**src/rtl/uart_tx_pkg.sv**
```systemverilog
// uart_tx_pkg: FSM state type and line-level constants shared by the UART transmitter.
package uart_tx_pkg;
  typedef enum logic [2:0] {IDLE, START, DATA, PARITY, STOP} state_e;
  localparam int DATA_BITS = 8;
  localparam logic START_LEVEL = 1'b0;
  localparam logic STOP_LEVEL = 1'b1;
endpackage

```
**src/rtl/uart_tx_fifo.sv**
```systemverilog
// uart_tx_fifo: synchronous byte FIFO with occupancy count and a registered full flag.
module uart_tx_fifo #(
  parameter int DEPTH = 16,
  localparam int AW = $clog2(DEPTH)
) (
  input  logic        clk,
  input  logic        resetN,
  input  logic        push,
  input  logic        pop,
  input  logic [7:0]  wdata,
  output logic [7:0]  rdata,
  output logic        full,
  output logic        empty,
  output logic [AW:0] count
);
  logic [7:0] mem_q [DEPTH];
  logic [AW-1:0] wr_q, wr_d, rd_q, rd_d;
  logic [AW:0] count_q, count_d;
  logic full_q, full_d, do_push, do_pop;
  always_comb begin
    do_push = push && !full_q;
    do_pop = pop && count_q != '0;
    wr_d = wr_q + AW'(do_push);
    rd_d = rd_q + AW'(do_pop);
    count_d = count_q + (AW+1)'(do_push) - (AW+1)'(do_pop);
    full_d = count_d == (AW+1)'(DEPTH);
  end
  always_ff @(posedge clk or negedge resetN)
    if (!resetN) begin
      wr_q <= '0;
      rd_q <= '0;
      count_q <= '0;
      full_q <= 1'b0;
    end else begin
      wr_q <= wr_d;
      rd_q <= rd_d;
      count_q <= count_d;
      full_q <= full_d;
    end
  always_ff @(posedge clk)
    if (do_push) mem_q[wr_q] <= wdata;
  assign rdata = mem_q[rd_q];
  assign full = full_q;
  assign empty = count_q == '0;
  assign count = count_q;
endmodule

```
**src/rtl/uart_tx.sv**
```systemverilog
// uart_tx: buffered 8N1 UART transmitter; define UART_TX_PARITY_EN to append an even-parity bit.
module uart_tx
  import uart_tx_pkg::*;
#(
  parameter int DELAY_FRAMES = 234,
  parameter int FIFO_DEPTH = 16
) (
  input  logic                         clk,
  input  logic                         resetN,
  input  logic                         txValid,
  input  logic [7:0]                   txData,
  output logic                         txReady,
  output logic                         uartTx,
  output logic                         txBusy,
  output logic [$clog2(FIFO_DEPTH):0]  fifoCount
);
  localparam int BW = $clog2(DELAY_FRAMES);
  state_e state_q, state_d;
  logic [BW-1:0] baud_q, baud_d;
  logic [2:0] bit_q, bit_d;
  logic [7:0] shift_q, shift_d, head;
  logic tx_q, tx_d, pop, full, empty, bit_end;
`ifdef UART_TX_PARITY_EN
  logic par_q, par_d;
`endif
  uart_tx_fifo #(.DEPTH(FIFO_DEPTH)) u_fifo (
    .clk(clk), .resetN(resetN), .push(txValid), .pop(pop), .wdata(txData),
    .rdata(head), .full(full), .empty(empty), .count(fifoCount)
  );
  assign bit_end = baud_q == BW'(DELAY_FRAMES - 1);
  always_comb begin
    state_d = state_q;
    baud_d = baud_q + 1'b1;
    bit_d = bit_q;
    shift_d = shift_q;
    pop = 1'b0;
    case (state_q)
      IDLE: begin
        baud_d = '0;
        bit_d = '0;
        if (!empty) begin
          pop = 1'b1;
          shift_d = head;
          state_d = START;
        end
      end
      START: if (bit_end) begin
        state_d = DATA;
        baud_d = '0;
      end
      DATA: if (bit_end) begin
        baud_d = '0;
        shift_d = shift_q >> 1;
        bit_d = bit_q + 1'b1;
`ifdef UART_TX_PARITY_EN
        if (bit_q == 3'(DATA_BITS - 1)) state_d = PARITY;
`else
        if (bit_q == 3'(DATA_BITS - 1)) state_d = STOP;
`endif
      end
`ifdef UART_TX_PARITY_EN
      PARITY: if (bit_end) begin
        state_d = STOP;
        baud_d = '0;
      end
`endif
      STOP: if (bit_end) begin
        state_d = IDLE;
        baud_d = '0;
      end
      default: state_d = IDLE;
    endcase
`ifdef UART_TX_PARITY_EN
    par_d = pop ? ^head : par_q;
    tx_d = state_d == START ? START_LEVEL : state_d == DATA ? shift_d[0] :
           state_d == PARITY ? par_d : STOP_LEVEL;
`else
    tx_d = state_d == START ? START_LEVEL : state_d == DATA ? shift_d[0] : STOP_LEVEL;
`endif
  end
  // line is registered so the pin never glitches and idles high straight out of reset
  always_ff @(posedge clk or negedge resetN)
    if (!resetN) begin
      state_q <= IDLE;
      baud_q <= '0;
      bit_q <= '0;
      shift_q <= '0;
      tx_q <= STOP_LEVEL;
    end else begin
      state_q <= state_d;
      baud_q <= baud_d;
      bit_q <= bit_d;
      shift_q <= shift_d;
      tx_q <= tx_d;
    end
`ifdef UART_TX_PARITY_EN
  always_ff @(posedge clk or negedge resetN)
    if (!resetN) par_q <= 1'b0;
    else par_q <= par_d;
`endif
  assign uartTx = tx_q;
  assign txReady = !full;
  assign txBusy = state_q != IDLE || !empty;
endmodule

```
**config.mk**
```make
export PLATFORM = sky130hd
export DESIGN_NAME = uart_tx
export DESIGN_NICKNAME = d
export VERILOG_FILES = /design/src/rtl/uart_tx_pkg.sv /design/src/rtl/uart_tx_fifo.sv /design/src/rtl/uart_tx.sv
export SDC_FILE = /design/constraint.sdc
export NUM_CORES = 1
export LEC_CHECK = 0
export CORE_MARGIN = 3
export CORE_UTILIZATION = 55
export CTS_CLUSTER_SIZE = 16
export DETAILED_ROUTE_END_ITERATION = 7
export PLACE_DENSITY = 0.75
export SYNTH_ARGS = -nofsm -noshare
export SYNTH_HDL_FRONTEND = slang
export SYNTH_SLANG_ARGS = --single-unit
```
**constraint.sdc**
```tcl
create_clock -name clk -period 7.3 [get_ports clk]
set_clock_uncertainty 0.1 [all_clocks]
set_input_delay 1.095 -clock clk [delete_from_list [all_inputs] [get_ports clk]]
set_output_delay 1.095 -clock clk [all_outputs]
set_load 0.02 [all_outputs]
```
# Word-level counts from Yosys, hierarchy flattened
# Memory sizes are Yosys's and may differ from the RTL's.
# Cells that the tools add are included.
# word_totals
word_cells,59
latchBits,0
ramBits,128
in_bits,11
romBits,0
regBits,37
n_memories,1
# classes
div,0
n_lt_le_gt_ge,0
shifts,0
reduce_logical,13
n_addsub,6
eq_ne,10
n_mul,0
bitwise_logic,0
mux,19
# mem_list
memory,words,width,read_ports,rd_clocked_by_memory_dff,write_ports,line_no,text
u_fifo.mem_q,16,8,1,0,1,uart_tx_fifo.sv:16,logic [7:0] mem_q [DEPTH];
# op_table
cell,n
case mux 8 bit (2 select lines),2
2-to-1 mux 8 bit,3
2-to-1 mux 3 bit,6
case mux 3 bit (4 select lines),1
adder 4 x 1 -> 4 bit,2
adder 8 x 1 -> 8 bit (second input constant),1
equality test 8 bit (second input constant),1
equality test 3 x 1 -> 1 bit (second input constant),2
equality test 3 x 2 -> 1 bit (second input constant),2
equality test 3 bit (second input constant),2
2-to-1 mux 1 bit,6
case mux 3 bit (2 select lines),1
adder 5 x 1 -> 5 bit,1
equality test 5 bit (second input constant),1
logical NOT 5 bit,1
nonzero test 5 bit,1
subtractor 5 x 1 -> 5 bit,1
inequality test 2 bit (second input constant),2
adder 3 x 1 -> 3 bit (second input constant),1
logical NOT 3 bit,1
AND reduction 3 bit,1
nonzero test 3 bit,1
OR reduction 3 bit,1
logical AND 1 bit,2
other kinds (4),5

# Longest topological paths before layout
# depth
ltp_word,7
mapped_depth,14
ltp_nobuf,13

# Cells and area by module
# A second synthesis with hierarchy kept.
# hier_totals
cells_unflattened,393
hier_area_um2,6901.6
# by_module_without_submodules
module,cells_per_inst,area_per_inst_um2,instances,seq_area_each_um2
uart_tx_fifo,273,5646.7,1,4194.0
uart_tx,120,1255.0,1,576.8

# Least setup slack after synthesis
# OpenSTA, ideal clock, no wires.
# synth_path
path_type,reg2reg
start,"reg u_fifo.count_q[3], in the netlist u_fifo.count[3]"
end,"reg u_fifo.full_q, in the netlist u_fifo.full"
slack_ns,3.983
n_path_buf,1
path_stages_with_launch,15
t_arrival_ns,3.097
setup_ns,0.120
period_less_slack_ns,3.317
cell_sequence,dfrtp_1 -> inv_1 -> ha_1 -> or4b_2 -> nand2_1 -> buf_2 -> inv_1 -> ha_1 -> inv_1 -> ha_1 -> fa_1 -> a21oi_1 -> o21bai_1 -> xnor2_1 -> and3b_1
# synth_between
elab_chain_cells,6
elab_cells_between_ends,8
classes_between,add/sub: 2; eq/ne: 1; mux: 2; reduce/logical: 3
# synth_lines
item,line_no,text
"start, declared",uart_tx_fifo.sv:18,"logic [AW:0] count_q, count_d;"
"start signal, assigned",uart_tx_fifo.sv:37,count_q <= count_d;
branches (longest 4 deep; another with adder 5 x 1 -> 5 bit),n/a,
subtractor 5 x 1 -> 5 bit (*),uart_tx_fifo.sv:25,count_d = count_q + (AW+1)'(do_push) - (AW+1)'(do_pop);
net u_fifo.count_d[4],uart_tx_fifo.sv:18,
equality test 5 bit (*),uart_tx_fifo.sv:26,full_d = count_d == (AW+1)'(DEPTH);
net u_fifo.full_d,uart_tx_fifo.sv:19,"logic full_q, full_d, do_push, do_pop;"
"end signal, assigned",uart_tx_fifo.sv:38,full_q <= full_d;
"end, declared",uart_tx_fifo.sv:19,
# Mark *: on every way through the listed nets, which the timed path passes.
# A chain may end at the register's enable or synchronous reset.

# Worst setup path in the final report
# layout_path
start,"reg u_fifo.count_q[2], in the netlist u_fifo.count[2]"
end,out txBusy
# layout_between
elab_chain_cells,3
# layout_lines
item,line_no,text
logical NOT 5 bit,uart_tx_fifo.sv:44,assign empty = count_q == '0;
logical NOT 1 bit,uart_tx.sv:103,assign txBusy = state_q != IDLE || !empty;
logical OR 1 bit,uart_tx.sv:103,
"end, declared",uart_tx.sv:14,"output logic txBusy,"
# No other way between the ends.

==> metrics.md <==
| Metric | Value |
|---|---|
| Chip height | `117 µm` |
| Gpl congestion | `0.790` |
| Critical path startpoint category | `register` |
| Initial antenna violation count | `0` |
| Synth Register Bits | `165` |
| Total CTS buffers | `17` |
| Mapped Cells | `378` |
| Pint | `0.00182 W` |
| Synth Cell Area | `0.00680 mm²` |
| PnR worst setup slack | `3.66 ns` |
| Unrepaired setup endpoints after global routing | `false` |
| Net Switching | `0.000618 W` |
| Commonest non-fill, non-tap cell in the layout | `edfxtp_1` |
| Status | `completed` |
| Post-synth top area share | `56.5%` |
| Root Driver | `clkbuf_16` |
| First-pass GRT wire length | `19.8 mm` |
| Clock transition at path regs | `0.07 ns` |
| Post-Syn Area per Cell | `18.0 µm²` |
| Final Max Tran Viols | `0` |
| Final min period | `3.64 ns` |
| IO Port Bufs | `18` |
| Crit path buf inv count | `2` |
| Global route overflow | `0` |
| Most frequent cells in the layout | `edfxtp_1, dfrtp_1, mux4_2` |
| Cell taking the most area after synthesis | `edfxtp_1` |
| # setup viols final | `0` |
| Hold_buf cts | `0` |
| Syn-to-layout area delta | `13.7%` |
| Placed cell area | `0.00712 mm²` |
| HPWL Detailed | `8.01 mm` |
| Drt pass-1 iters | `5` |
| Post-synth ARST share | `22.4%` |
| EDFF count, synth | `128` |
| Ys flop type | `edfxtp_1` |
| Power density over the cells | `314 mW/mm²` |
| Post-route cell area | `0.00774 mm²` |
| Clock Latency Late Sink | `0.42 ns` |
| Sequential power share | `48.7%` |
| Die Width | `117 µm` |
| Core Rows | `39` |
| CP Cell Sequence | `inv_1, ha_1, or4b_2, nand2b_1, clkdlybuf4s50_1` |
| CP Class | `reg -> out` |
| DR DRC count | `0` |
| Setup Buffers After CTS | `0` |
| Hold crit path type | `reg -> reg` |
| DR iter-0 viols | `366` |
| Area contributors post-synth | `edfxtp_1, dfrtp_1, mux4_2, mux4_1, ha_1` |
| Vias per cell | `5.94` |
| Max_cap viols | `0` |
| Post-route setup TNS | `0 ns` |
| CTS sink cnt | `165` |
| Delay-heaviest family, CP | `simple AND/OR/NAND/NOR gates` |
| Fin. Hold Viols | `0` |
| # diodes | `0` |
| DR WL/cell | `21.3 µm` |
| Die ar. | `0.0137 mm²` |
| GRT Util Overall | `20.4%` |
| Htree depth | `4` |
| Vias in the first global route | `3530` |
| Initial core utilization | `57.9%` |
| Layout cells sized above 1 | `16.7%` |
| Cell total after placement | `551` |
| Worst-path maximum fanout | `5` |
| Nets | `432` |
| Critical Path AT | `2.45 ns` |
| Core Region | `0.0118 mm²` |
| Worst path slowest cell | `or4b_2` |
| Max-slew headroom | `11.6%` |
| Worst Setup End Kind | `output pin` |
| Final-layout fill cell count | `790` |
| R2R Setup Slk | `3.75 ns` |
| Period utilisation layout | `49.9%` |
| Via count of the routed design | `3461` |
| Sw frac | `25.4%` |
| Unique masters post-synth | `48` |
| Fin cells | `583` |
| Post-placement setup slack | `3.52 ns` |
| Comb power frac | `13.5%` |
| Max Root-Sink Buffers | `2` |
| VDD IR max | `0.302 mV` |
| Post-CTS sizing | `0` |
| Final wirelength | `12.4 mm` |
| Largest net degree at the start of global routing | `38` |
| Clock power frac | `37.9%` |
| Worst EP required | `6.11 ns` |
| Antenna-violating nets left | `0` |
| Crit path largest cell delay | `0.67 ns` |
| Ys Warns | `0` |
| Post-Syn Nets | `404` |
| P_leak | `2.73 nW` |
| CTS tree | `done` |
| I/O pin count | `19` |
| Seq/Total Area, Yosys | `70.1%` |
| Fmax | `274 MHz` |
| Slew @ Worst Pin | `1.32 ns` |
-- metal layers --
metal  track usage (%)  wire (µm)  vias to the layer above
met5                 0          0                        -
met4              7.87        255                        0
met3              5.04        743                       22
met2              31.0       6040                      127
met1              29.1       5370                     1761
li1                  -          -                     1551
-- sequential cells by signal (all words and copies together) (netlist names) --
signal and flops:
baud_q 8, bit_q 3, shift_q 8, state_q 3
u_fifo.count 5, u_fifo.full 1, u_fifo.mem_q 128, u_fifo.rd_q 4
u_fifo.wr_q 4, uartTx 1
-- layout make-up --
class / instances / area [µm²] / share of cell area, %
repair buffers: 22 / 205 / 2.65
well taps: 164 / 205 / 2.65
inverters: 12 / 45.0 / 0.582
clock buffers: 17 / 425 / 5.50
clock inverters: 15 / 193 / 2.49
multi-input cells: 188 / 1890 / 24.5
flip-flops and latches: 165 / 4770 / 61.7
-- path summary, 6_finish.rpt --
check / startpoint / to / cells after the start
max: u_fifo.count[2]$_DFF_PN0_ / txBusy / 5
min: shift_q[7]$_DFFE_PN0P_ / shift_q[6]$_DFFE_PN0P_ / 2
max reg2reg: u_fifo.count[2]$_DFF_PN0_ / u_fifo.full$_DFF_PN0_ / 13
min reg2reg: shift_q[7]$_DFFE_PN0P_ / shift_q[6]$_DFFE_PN0P_ / 2
max in group asynchronous: resetN / u_fifo.rd_q[0]$_DFF_PN0_ / 1
min in group asynchronous: resetN / baud_q[3]$_DFF_PN0_ / 1
-- kinds of logic (layout without fill, tap and decap cells) --
family / after synthesis / count (layout) / share of synthesized area, %
compound gates: 22 / 22 / 2.06
flops: 165 / 165 / 70.1
xor+xnor: 14 / 14 / 1.80
buf+inv: 25 / 66 / 2.06
fa+ha+maj: 15 / 15 / 2.87
simple gates: 89 / 89 / 6.68
mux: 48 / 48 / 14.4
-- through the flow --
stage	total power (W)	hold slack, ns	utilization, %
2_1_floorplan	0.00140	0.362	-
3_3_place_gp	0.00152	0.375	60.5
3_5_place_dp	0.00153	0.392	60.5
4_1_cts	0.00245	0.415	65.8
5_1_grt	0.00253	0.439	65.8
6_report	0.00243	0.415	65.8
-- cell usage after synthesis (5+ instances only) --
master	count
edfxtp_1	128
inv_1	12
ha_1	14
mux4_2	24
a21oi_1	7
dfrtp_1	36
o21ai_0	5
nor2_1	23
nand2_1	14
mux2i_1	8
nand3_1	20
xor2_1	8
mux4_1	12
xnor2_1	6
nor3_1	8
clkbuf_1	5
-- worst register-to-register path, delay by kind of cell, from the launching register on --
kind / cells / cell delay (ns)
compound gates: 2 / 0.24
xor+xnor: 1 / 0.19
fa+ha+maj: 4 / 1.09
buf+inv: 3 / 0.34
flops: 1 / 0.40
simple gates: 3 / 1.14
-- power by group through the flow --
stage / registers [W] / logic [W] / clock network, W
floorplan: 0.00120 / 0.000200 / 0
global placement: 0.00120 / 0.000320 / 0
detailed placement: 0.00120 / 0.000329 / 0
CTS: 0.00118 / 0.000330 / 0.000936
global route: 0.00120 / 0.000361 / 0.000977
finish: 0.00118 / 0.000327 / 0.000921
Power figures use the tool's default switching activity.
